### config.mk
export PLATFORM = sky130hd
export DESIGN_NAME = mem_port_arbiter
export DESIGN_NICKNAME = d
export VERILOG_FILES = /design/src/rtl/mem_arb_pkg.sv /design/src/rtl/mem_arb_lat_timer.sv /design/src/rtl/mem_port_arbiter.sv
export SDC_FILE = /design/constraint.sdc
export NUM_CORES = 1
export LEC_CHECK = 0
export CAP_MARGIN = 10
export CORE_ASPECT_RATIO = 1.1
export CORE_MARGIN = 3
export CORE_UTILIZATION = 34
export CTS_BUF_LIST = sky130_fd_sc_hd__clkbuf_8
export CTS_CLUSTER_SIZE = 24
export DETAILED_ROUTE_END_ITERATION = 12
export HOLD_SLACK_MARGIN = 0.02
export PLACE_DENSITY_LB_ADDON = 0.15
export SLEW_MARGIN = 10
export SYNTH_ARGS = -nofsm -noshare
export SYNTH_HDL_FRONTEND = slang
export SYNTH_SLANG_ARGS = --single-unit
### constraint.sdc
create_clock -name clock -period 5.4 [get_ports clock]
set_clock_uncertainty 0.05 [all_clocks]
set_input_delay 1.08 -clock clock [delete_from_list [all_inputs] [get_ports clock]]
set_output_delay 1.08 -clock clock [all_outputs]
set_load 0.02 [all_outputs]
### src/rtl/mem_arb_pkg.sv
// Shared types for the data_memory port arbiter: FSM states, access sizes,
// requester select and the DM alignment rule.
package mem_arb_pkg;

  typedef enum logic [1:0] {
    IDLE    = 2'd0,
    RD_WAIT = 2'd1,
    WR_DONE = 2'd2
  } state_t;

  localparam logic [1:0] SIZE_BYTE = 2'b00;
  localparam logic [1:0] SIZE_HALF = 2'b01;
  localparam logic [1:0] SIZE_WORD = 2'b11;

  typedef enum logic {
    SEL_IF = 1'b0,
    SEL_DM = 1'b1
  } req_sel_t;

  // Halfwords need an even address, words a 4-byte aligned one; bytes never fault.
  function automatic logic is_misaligned(input logic [1:0] size, input logic [1:0] addr_lo);
    return ((size == SIZE_HALF) && addr_lo[0]) ||
           ((size == SIZE_WORD) && (addr_lo != 2'b00));
  endfunction

endpackage

### src/rtl/mem_arb_lat_timer.sv
// Loadable down-counter that flags the edge on which a read issued
// MEM_LAT edges earlier returns its data.
module mem_arb_lat_timer #(
  parameter int MEM_LAT = 2
) (
  input  logic clock,
  input  logic reset,
  input  logic load,
  input  logic enable,
  output logic done
);

  localparam int CNT_W = (MEM_LAT > 1) ? $clog2(MEM_LAT) : 1;
  localparam logic [CNT_W-1:0] LOAD_VAL = CNT_W'(MEM_LAT - 1);

  logic [CNT_W-1:0] lat_cnt;

  always_ff @(posedge clock or posedge reset) begin
    if (reset) begin
      lat_cnt <= '0;
    end else if (load) begin
      lat_cnt <= LOAD_VAL;
    end else if (enable && (lat_cnt != '0)) begin
      lat_cnt <= lat_cnt - CNT_W'(1);
    end
  end

  assign done = enable && (lat_cnt == '0);

endmodule

### src/rtl/mem_port_arbiter.sv
// Shares the single data_memory port between instruction fetch and the
// load/store stage. Optional DM alignment check: MEM_ARB_ALIGN_CHECK_EN.
module mem_port_arbiter
  import mem_arb_pkg::*;
#(
  parameter int ADDR_W     = 32,
  parameter int DATA_W     = 32,
  parameter int MEM_LAT    = 2,
  parameter int STARVE_MAX = 4
) (
  input  logic              clock,
  input  logic              reset,
  input  logic              if_req_in,
  input  logic [ADDR_W-1:0] if_addr_in,
  output logic              if_ready_out,
  output logic [DATA_W-1:0] if_data_out,
  input  logic              dm_req_in,
  input  logic              dm_we_in,
  input  logic [1:0]        dm_size_in,
  input  logic [ADDR_W-1:0] dm_addr_in,
  input  logic [DATA_W-1:0] dm_wdata_in,
  output logic              dm_ready_out,
  output logic [DATA_W-1:0] dm_rdata_out,
  output logic              dm_err_out,
  output logic [ADDR_W-1:0] mem_addr_out,
  output logic [DATA_W-1:0] mem_wdata_out,
  output logic              mem_re_out,
  output logic              mem_we_out,
  output logic [1:0]        mem_size_out,
  input  logic [DATA_W-1:0] mem_rdata_in,
  output logic              stall_out
);

  localparam int SC_W = $clog2(STARVE_MAX + 1);
  localparam logic [SC_W-1:0] STARVE_LIM = SC_W'(STARVE_MAX);

  state_t          state, state_nxt;
  req_sel_t        sel;
  logic [SC_W-1:0] starve_cnt;
  logic            grant_if, grant_dm, dm_misaligned, lat_done;
  logic            issue_rd, issue_wr, cap_if, cap_dm, wr_ack, timer_load;

  // DM has priority until it has starved a waiting fetch STARVE_MAX times.
  assign grant_dm = (state == IDLE) && dm_req_in && !(if_req_in && (starve_cnt == STARVE_LIM));
  assign grant_if = (state == IDLE) && if_req_in && !grant_dm;

`ifdef MEM_ARB_ALIGN_CHECK_EN
  logic err_pend;

  assign dm_misaligned = is_misaligned(dm_size_in, dm_addr_in[1:0]);

  always_ff @(posedge clock or posedge reset) begin
    if (reset) begin
      err_pend   <= 1'b0;
      dm_err_out <= 1'b0;
    end else begin
      if (grant_dm) begin
        err_pend <= dm_misaligned;
      end
      dm_err_out <= wr_ack && err_pend;
    end
  end
`else
  assign dm_misaligned = 1'b0;
  assign dm_err_out    = 1'b0;
`endif

  always_ff @(posedge clock or posedge reset) begin
    if (reset) begin
      state <= IDLE;
    end else begin
      state <= state_nxt;
    end
  end

  // A rejected misaligned access reuses the store completion path.
  always_comb begin
    state_nxt = state;
    case (state)
      IDLE: begin
        if (grant_if) begin
          state_nxt = RD_WAIT;
        end else if (grant_dm) begin
          state_nxt = (dm_we_in || dm_misaligned) ? WR_DONE : RD_WAIT;
        end
      end
      RD_WAIT: begin
        if (lat_done) begin
          state_nxt = IDLE;
        end
      end
      WR_DONE: state_nxt = IDLE;
      default: state_nxt = IDLE;
    endcase
  end

  always_comb begin
    issue_rd   = grant_if || (grant_dm && !dm_we_in && !dm_misaligned);
    issue_wr   = grant_dm && dm_we_in && !dm_misaligned;
    cap_if     = lat_done && (sel == SEL_IF);
    cap_dm     = lat_done && (sel == SEL_DM);
    wr_ack     = (state == WR_DONE);
    timer_load = issue_rd;
  end

  mem_arb_lat_timer #(
    .MEM_LAT (MEM_LAT)
  ) u_lat_timer (
    .clock  (clock),
    .reset  (reset),
    .load   (timer_load),
    .enable (state == RD_WAIT),
    .done   (lat_done)
  );

  always_ff @(posedge clock or posedge reset) begin
    if (reset) begin
      mem_addr_out  <= '0;
      mem_wdata_out <= '0;
      mem_size_out  <= SIZE_BYTE;
      mem_re_out    <= 1'b0;
      mem_we_out    <= 1'b0;
      sel           <= SEL_IF;
      if_ready_out  <= 1'b0;
      dm_ready_out  <= 1'b0;
      if_data_out   <= '0;
      dm_rdata_out  <= '0;
    end else begin
      mem_re_out   <= issue_rd;
      mem_we_out   <= issue_wr;
      if_ready_out <= cap_if;
      dm_ready_out <= cap_dm || wr_ack;
      if (grant_if) begin
        mem_addr_out <= if_addr_in;
        mem_size_out <= SIZE_WORD;
        sel          <= SEL_IF;
      end else if (grant_dm) begin
        sel <= SEL_DM;
        if (!dm_misaligned) begin
          mem_addr_out  <= dm_addr_in;
          mem_size_out  <= dm_size_in;
          mem_wdata_out <= dm_wdata_in;
        end
      end
      if (cap_if) begin
        if_data_out <= mem_rdata_in;
      end
      if (cap_dm) begin
        dm_rdata_out <= mem_rdata_in;
      end
    end
  end

  always_ff @(posedge clock or posedge reset) begin
    if (reset) begin
      starve_cnt <= '0;
    end else if (grant_if) begin
      starve_cnt <= '0;
    end else if (grant_dm && if_req_in && (starve_cnt != STARVE_LIM)) begin
      starve_cnt <= starve_cnt + SC_W'(1);
    end
  end

  assign stall_out = (if_req_in && !if_ready_out) || (dm_req_in && !dm_ready_out);

endmodule

==> summary.txt, run 1 <==
first-pass GRT wire length: 24500 um
r2r endpoint: dm_rdata_out[1]
worst slew pin tran: 0.994 ns
Die Span X: 129 um
die footprint: 18100 um2
area grow syn2layout: 57.6%
Setup CP Type: in2out
Worst Setup SP: if_req_in
fraction of layout instances using a drive strength above 1: 0.207
crit path to: stall_out
WL final: 15900 um
Clk Latency, worst-skew pair: 0.43 ns
Post-DP HPWL: 11200 um
Syn Area/Cell: 15.2 um2
main flop type after synthesis: dfrtp_1
post-synthesis cell count: 369
IO Pins: 271
hold slack final: 0.439 ns
gpl congestion: 0.749
R2R cell count: 4
status: finished, final reports clean
htree depth: 4
total gr overflow: 0
Die Ht: 141 um
Async SR Flop Fraction: 1.00
Post-CTS Setup Repair Bufs: 0
Max-Cap Viols: 0
Startpoint Class: input port
clock-pin slew on the worst setup and hold paths: 0.08 ns
Avg WL per Cell: 18.7 um
area occupied by multi-input gates: 1910 um2
synthesized area: 5620 um2
synthesized flop and latch total: 141
NumNets Final: 775
Synthesized Nets: 506
Reg2Reg Setup Slack: 3.11 ns
worst hold path class: reg2reg
WP data required: 4.27 ns
post-synthesis compound-gate area fraction: 0.115
Pre-antenna DRT Iters: 4
Setup-failing EPs final: 0
commonest non-fill, non-tap cells in the layout: 269 x clkdlybuf4s50_1, 141 x dfrtp_1, 91 x mux2_2
Via Count: 4162
final design utilization: 0.555
clk buf depth: 2
row count: 48
initial antenna violation count: 0
fin. max-slew vios: 0
Final Critical Period: 3.70 ns
Initial DRC Count: 152
CTS Root Cell: clkbuf_8
count of final hold-check violations: 0
arrival time at the worst endpoint: 2.57 ns
Power per Cell Area: 621 nW/um2
instance area at placement: 8460 um2
Rel. slew slack: 0.336
CP Max Fanout: 7
fin crit share: 0.685
Max Clk Rate: 270 MHz
sequential-to-total area share from yosys stat: 0.628
drt via density: 4.89
final instance area: 8860 um2
fillcell total: 1340
register area: 3530 um2
Syn. warnings: 0
number of global-route vias before repair: 4552
crit end category: primary output
EDFF count, synth: 0
Core Box Area: 16000 um2
DP Cell Count: 819
Tot GR Track Use: 0.173
library cells used by synthesis: 35
clk sinks: 141
effective utilization at floorplan: 0.352
post-cts sizing count: 0
post-route insts no fill: 851
leakage: 3.66 nW
TritonCTS clock tree: built
DRC Markers: 0
mux share of post-synthesis cell area: 0.192
largest family of logic cells by synthesized area: multiplexers
antenna-violating nets left: 0
post-route setup TNS: 0 ns
Buffers on Ports: 269
largest net degree at the start of global routing: 74
worst r2r src: state[1]
hold-fix buffers at CTS: 0
area fraction in and, or, nand and nor cells after synthesis: 0.0263
most common cell after layout, fill and taps aside: clkdlybuf4s50_1
Diodes inserted: 0
maximum VDD drop: 0.358 mV
hold depth: 1
XOR/XNOR Fraction of Synth Area: 0.00156
RSZ-0062 raised after global routing: false
Inserted Clock Buffers: 17
post-synthesis adder-cell area fraction: 0.00445
==> flip-flops by register name, summed over array words and instances (netlist names) <==
register,count
mem_wdata_out,32
u_lat_timer.lat_cnt,1
dm_rdata_out,32
starve_cnt,3
mem_size_out,2
sel,1
mem_re_out,1
mem_addr_out,32
mem_we_out,1
if_data_out,32
state,2
dm_ready_out,1
if_ready_out,1
==> stage by stage <==
stage	total power, mW	worst slack, ns
CTS	5.59	1.69
detailed placement	4.70	1.71
finish	5.51	1.70
global route	5.82	1.59
floorplan	3.34	0.489
global placement	4.65	1.69
==> worst min path at each step <==
stage	from	end	slack [ns]
3_5_place_dp	if_data_out[10]	if_data_out[10]	0.43
3_3_place_gp	if_data_out[9]	if_data_out[9]	0.42
5_1_grt	mem_wdata_out[5]	mem_wdata_out[5]	0.47
6_report	if_data_out[10]	if_data_out[10]	0.44
4_1_cts	if_data_out[10]	if_data_out[10]	0.45
2_1_floorplan	starve_cnt[0]	starve_cnt[0]	0.43
==> layout make-up <==
class | instances | share of cell area
clock buffers | 19 | 0.0295
clock inverters | 13 | 0.0160
inverters | 9 | 0.00438
multi-input cells | 195 | 0.216
flip-flops and latches | 141 | 0.398
well taps | 200 | 0.0282
repair buffers | 274 | 0.308
==> synthesized netlist by cell type, types with 2 or more instances <==
cell / number / area, um2
mux2_2: 91 / 1020
a221o_1: 32 / 320
a21o_1: 2 / 15.0
dfrtp_1: 141 / 3530
a21boi_0: 32 / 240
nand2_1: 6 / 22.5
clkbuf_1: 5 / 18.8
nor4_1: 2 / 12.5
nand3_1: 2 / 10.0
ha_1: 2 / 25.0
and3_1: 2 / 12.5
mux2_1: 5 / 56.3
buf_6: 5 / 56.3
buf_2: 13 / 65.1
inv_1: 9 / 33.8
==> layer usage <==
layer  share of wire  global-route usage
met1            0.39               0.200
met2            0.51               0.297
met3           0.089              0.0693
met4          0.0099              0.0481
met5               0                   0
==> power breakdown <==
group	total [mW]	internal (mW)	switching [mW]	leakage [nW]
Combinational	2.79	1.47	1.32	1.77
Sequential	1.86	1.58	0.283	1.70
Clock	0.851	0.436	0.415	0.192
==> kinds of logic after synthesis <==
logic type / after synthesis
AOI/OAI and AO/OA: 74
xor gates and xnor gates: 1
adders and majority gates: 2
buffers and inverters: 33
DFF: 141
muxes: 96
other: 1
and+or+nand+nor: 21
==> critical path, cell delays in order <==
cell and delay [ns]:
clkdlybuf4s50_1 0.57, inv_1 0.09, o22ai_1 0.17, clkdlybuf4s50_1 0.66
Note: power is estimated with default switching activity, not from simulation.
==> run 2: changes to the inputs <==
clock period = 3.8 ns   (was 5.4 ns; I/O delays follow)
==> summary.txt, run 2 (synthesis gave the netlist of run 1 again) <==
antenna-violating nets left: 0 (unchanged)
CTS Root Cell: clkbuf_8
Reg power frac: 0.331 (-0.007)
post-cts sizing count: 0 (unchanged)
delay-heaviest family, CP: buffers and inverters
final design utilization: 0.559 (+0.00423)
max incr delay on CP: 0.64 ns (-0.02 ns)
most common cell after layout, fill and taps aside: clkdlybuf4s50_1
Reg2Reg Setup Slack: 1.50 ns (-1.61 ns)
Initial DRC Count: 110 (-28%)
RSZ-0062 raised after global routing: false
Post-CTS Setup Repair Bufs: 0 (unchanged)
TritonCTS clock tree: built
hold depth: 1 (unchanged)
Power per Cell Area: 895 nW/um2 (+44%)
Clk Latency, worst-skew pair: 0.43 ns (about the same)
row count: 48 (unchanged)
Worst Setup SP: if_req_in
Post-DP HPWL: 11300 um (+0.47%)
leakage: 3.69 nW (+0.87%)
count of final hold-check violations: 0 (unchanged)
area grow syn2layout: 58.8%
Via Count: 4212 (+1.2%)
fin. max-slew vios: 0 (unchanged)
Rel. slew slack: 0.454 (+0.118)
Comb pwr share: 0.499 (-0.008)
Core Box Area: 16000 um2 (unchanged)
Avg WL per Cell: 18.7 um (about the same)
WL final: 16000 um (+0.16%)
Die Ht: 141 um (unchanged)
switching power total: 2.87 mW (+42%)
worst hold path endpoint: if_data_out[9]
clk sinks: 141 (unchanged)
maximum VDD drop: 0.466 mV (+30%)
Startpoint Class: input port
power share of the clock group: 0.170 (+0.015)
IO Pins: 271 (unchanged)
DRC Markers: 0 (unchanged)
NumNets Final: 776 (+0.13%)
Tot GR Track Use: 0.176 (+0.00329)
gpl congestion: 0.794 (+6.0%)
Int Power: 5.12 mW (+47%)
number of global-route vias before repair: 4622 (+1.5%)
fin crit share: 0.805
r2r endpoint: mem_wdata_out[12]
clock-pin slew on the worst setup and hold paths: 0.08 ns (about the same)
CP Cell Sequence: clkdlybuf4s50_1 > inv_1 > o22ai_1 > clkdlybuf4s50_1
Die Span X: 129 um (unchanged)
CP Max Fanout: 7 (unchanged)
Worst Hold Launch: if_data_out[9]
crit end category: primary output
largest net degree at the start of global routing: 142 (+92%)
initial antenna violation count: 0 (unchanged)
effective utilization at floorplan: 0.352 (unchanged)
arrival time at the worst endpoint: 2.25 ns (-0.32 ns)
first-pass GRT wire length: 24900 um (+1.7%)
clk buf depth: 2 (unchanged)
Inserted Clock Buffers: 17 (unchanged)
htree depth: 4 (unchanged)
Max Clk Rate: 327 MHz
Slowest-stage cell, CP: clkdlybuf4s50_1
Net Sw Frac: 0.359 (-0.00757)
Buffers on Ports: 269 (unchanged)
total gr overflow: 0 (unchanged)
worst slew pin tran: 0.819 ns (-0.174 ns)
worst hold path class: reg2reg
post-route setup TNS: 0 ns (unchanged)
Diodes inserted: 0 (unchanged)
WP data required: 2.99 ns (-1.28 ns)
drt via density: 4.94 (+1.1%)
Buf+Inv Stages, Crit Path: 3 (unchanged)
fraction of layout instances using a drive strength above 1: 0.210 (+0.00275)
Final Critical Period: 3.06 ns
Setup-failing EPs final: 0 (unchanged)
hold-fix buffers at CTS: 0 (unchanged)
status: finished, final reports clean
worst r2r src: state[1]
commonest non-fill, non-tap cells in the layout: 269 x clkdlybuf4s50_1, 141 x dfrtp_1, 91 x mux2_2
Setup CP Type: in2out
Top cell by count, worst path: clkdlybuf4s50_1
R2R cell count: 4 (unchanged)
Pre-antenna DRT Iters: 4 (unchanged)
Max-Cap Viols: 0 (unchanged)
die footprint: 18100 um2 (unchanged)
## run 2: power by group through the flow
stage                     combinational (mW)  sequential [mW]  clock [mW]
after floorplan                         1.23             3.52           0
after global placement                  3.98             2.63           0
after detailed placement                4.03             2.67           0
after CTS                               4.05             2.65        1.41
after global routing                    4.24             2.75        1.47
final                                   3.99             2.64        1.36
## run 2: layout make-up
class | count | area [um2]
Fill cell | 1324 | 7050
Sequential cell | 141 | 3530
Timing Repair Buffer | 275 | 2750
Multi-Input combinational cell | 195 | 1910
Tap cell | 200 | 250
Clock buffer | 17 | 234
Clock inverter | 15 | 218
Inverter | 9 | 37.5
## run 2: layer usage
| metal | up-vias | share of wire | global-route usage | wire length (um) |
|---|---|---|---|---|
| li1 | 1907 | - | - | - |
| met1 | 2102 | 0.39 | 0.201 | 6240 |
| met2 | 181 | 0.50 | 0.298 | 7970 |
| met3 | 22 | 0.091 | 0.0705 | 1450 |
| met4 | 0 | 0.019 | 0.0669 | 299 |
| met5 | - | 0 | 0 | 0 |
## run 2: how the worst max path moves through the flow
stage | end | slack (ns) | cells after the start
final | stall_out | 0.74 | 4
after global routing | stall_out | 0.67 | 4
after CTS | stall_out | 0.73 | 4
after detailed placement | stall_out | 0.74 | 4
after global placement | stall_out | 0.75 | 4
after floorplan | dm_rdata_out[0] | 1.23 | 1
## run 2: through the flow
stage,cells,worst slack [ns],power (mW),cell area [um2],hold slack (ns)
final,852,0.740,7.99,8930,0.444
after global routing,852,0.668,8.46,8930,0.470
after CTS,852,0.731,8.11,8930,0.451
after detailed placement,820,0.735,6.71,8480,0.428
after global placement,820,0.748,6.61,8480,0.418
after floorplan,369,1.23,4.75,5630,0.430
==> variant: new RTL, flow settings as in run 1 <==
Set the parameter `STARVE_MAX` to 8 (it was 4).
--- a/src/rtl/mem_port_arbiter.sv
+++ b/src/rtl/mem_port_arbiter.sv
@@ -6,7 +6,7 @@
   parameter int ADDR_W     = 32,
   parameter int DATA_W     = 32,
   parameter int MEM_LAT    = 2,
-  parameter int STARVE_MAX = 4
+  parameter int STARVE_MAX = 8
 ) (
   input  logic              clock,
   input  logic              reset,
Function: same outputs for any inputs over 4 cycles, from zero or initial values and one cycle with reset high; that may be too few to reach the edited logic, so the function may still have changed.
==> variant against run 1 <==
Area after synthesis is 1.2% higher. Final area is 0.66% higher. Synthesized cell count is 0.54% higher. Cell count is 0.12% higher. Sequential cell count is 1 higher. Routed wire length is 1.1% higher. Sequential share of layout area hardly changed. Worst setup slack worse by 0.049 ns. Power is 0.70% higher. Largest cell class unchanged.
==> variant: results (changes against run 1) <==
stage	metric	value	unit	change
run_status	status	finished clean		
global_routing	all-layer global routing usage	0.175		+0.00200
detailed_routing	DR vias/cell	4.92		+0.70%
logic_synthesis	post-synthesis cell type count	33		-5.7%
logic_synthesis	syn nets	508		+0.40%
placed_design	hpwl dp	11500	microns	+2.2%
worst_setup_path	Arr. time, crit path	2.62	ns	+0.05 ns
final_layout	number of fill cells in the layout	1356		+1.2%
logic_synthesis	main area contributors after synthesis	dfrtp_1 (62%), mux2_2 (11%), mux2_1 (7.5%)		
pwr	Max IR drop VDD	0.000298	V	-17%
worst_setup_path	CP max stage cell	clkdlybuf4s50_1		
logic_synthesis	top cells by count, synth	dfrtp_1 (142), mux2_2 (58), mux2_1 (38)		
clock_tree	Max H-tree Level	4		unchanged
clock_tree	TritonCTS Buffers	17		unchanged
detailed_routing	wirelength, routed	16100	microns	+1.1%
pwr	Leak	3.60	nW	-1.6%
worst_setup_path	Critical Path Max Stage Delay	0.67	ns	
clock_tree	# Post-CTS Setup Buffers	0		unchanged
global_routing	largest net degree at the start of global routing	112		+51%
detailed_routing	DR iter-0 viols	93		-39%
final_layout	Final Instance Area	8920	sq um	+0.66%
clock_tree	root buf cell	clkbuf_8		
placed_design	Final Wtd Congestion	0.839		+12%
logic_synthesis	ys async rst share	1.00		unchanged
global_routing	number of global-route vias before repair	4689		+3.0%
global_routing	initial antenna violation count	0		unchanged
clock_tree	Clock transition at path regs	0.07	ns	
global_routing	first-pass GRT wire length	25100	microns	+2.3%
final_layout	final net count	776		+0.13%
sta	Slew headroom	0.320		-0.0163
final_layout	layout cells sized above 1	0.184		-0.0233
placed_design	dpl cell area	8530	sq um	+0.89%
hold_path	worst hold path type	flip-flop to flip-flop		
logic_synthesis	Syn. warnings	0		unchanged
logic_synthesis	register area share after synthesis	0.624		-0.00319
clock_tree	post_cts resized	0		unchanged
variant: metrics by stage:
| stage | setup WS (ns) | std cells |
|---|---|---|
| 4_1_cts | 1.64 | 852 |
| 5_1_grt | 1.60 | 852 |
| 6_report | 1.65 | 852 |
| 2_1_floorplan | 0.460 | 371 |
| 3_5_place_dp | 1.65 | 820 |
| 3_3_place_gp | 1.64 | 820 |
variant: layout make-up:
cell class | instances | area share
repair buffers | 275 | 0.307
inverters | 7 | 0.00351
clock inverters | 12 | 0.0125
flip-flops and latches | 142 | 0.398
multi-input cells | 196 | 0.220
clock buffers | 20 | 0.0309
well taps | 200 | 0.0281
variant: path summary, 6_finish.rpt:
path	startpoint	to	slack [ns]	cells past startpoint
setup / recovery	if_req_in	stall_out	1.65	4
hold / removal	dm_rdata_out[1]$_DFFE_PP0P_	dm_rdata_out[1]$_DFFE_PP0P_	0.44	1
setup reg to reg	starve_cnt[0]$_DFFE_PP0P_	mem_addr_out[25]$_DFFE_PP0P_	3.05	6
hold reg to reg	dm_rdata_out[1]$_DFFE_PP0P_	dm_rdata_out[1]$_DFFE_PP0P_	0.44	1
max in group asynchronous	reset	if_data_out[6]$_DFFE_PP0P_	3.06	3
min in group asynchronous	reset	dm_rdata_out[26]$_DFFE_PP0P_	1.20	2
variant: power by group:
part | switching [mW] | internal, mW
clock network | 0.426 | 0.402
registers | 0.285 | 1.59
logic | 1.34 | 1.49
variant: logic make-up after synthesis:
kind of cell | Yosys count | synth area share
DFF | 142 | 0.624
muxes | 97 | 0.192
and+or+nand+nor | 51 | 0.0620
AOI/OAI and AO/OA | 45 | 0.0829
buffers and inverters | 33 | 0.0339
adders and majority gates | 2 | 0.00440
other | 1 | 0.000659
variant: worst reg2reg max path, stage by stage, from the launching register on:
cell	delay, ns
dfrtp_1	0.40
inv_1	0.10
ha_1	0.14
and4b_1	0.44
nand2b_1	0.54
buf_4	0.37
o221a_1	0.24
variant: routing by layer:
metal / vias to the layer above / share of wire / GRT usage
met5: - / 0 / 0
li1: 1900 / - / -
met4: 0 / 0.017 / 0.0586
met2: 185 / 0.49 / 0.291
met1: 2092 / 0.39 / 0.200
met3: 19 / 0.11 / 0.0798
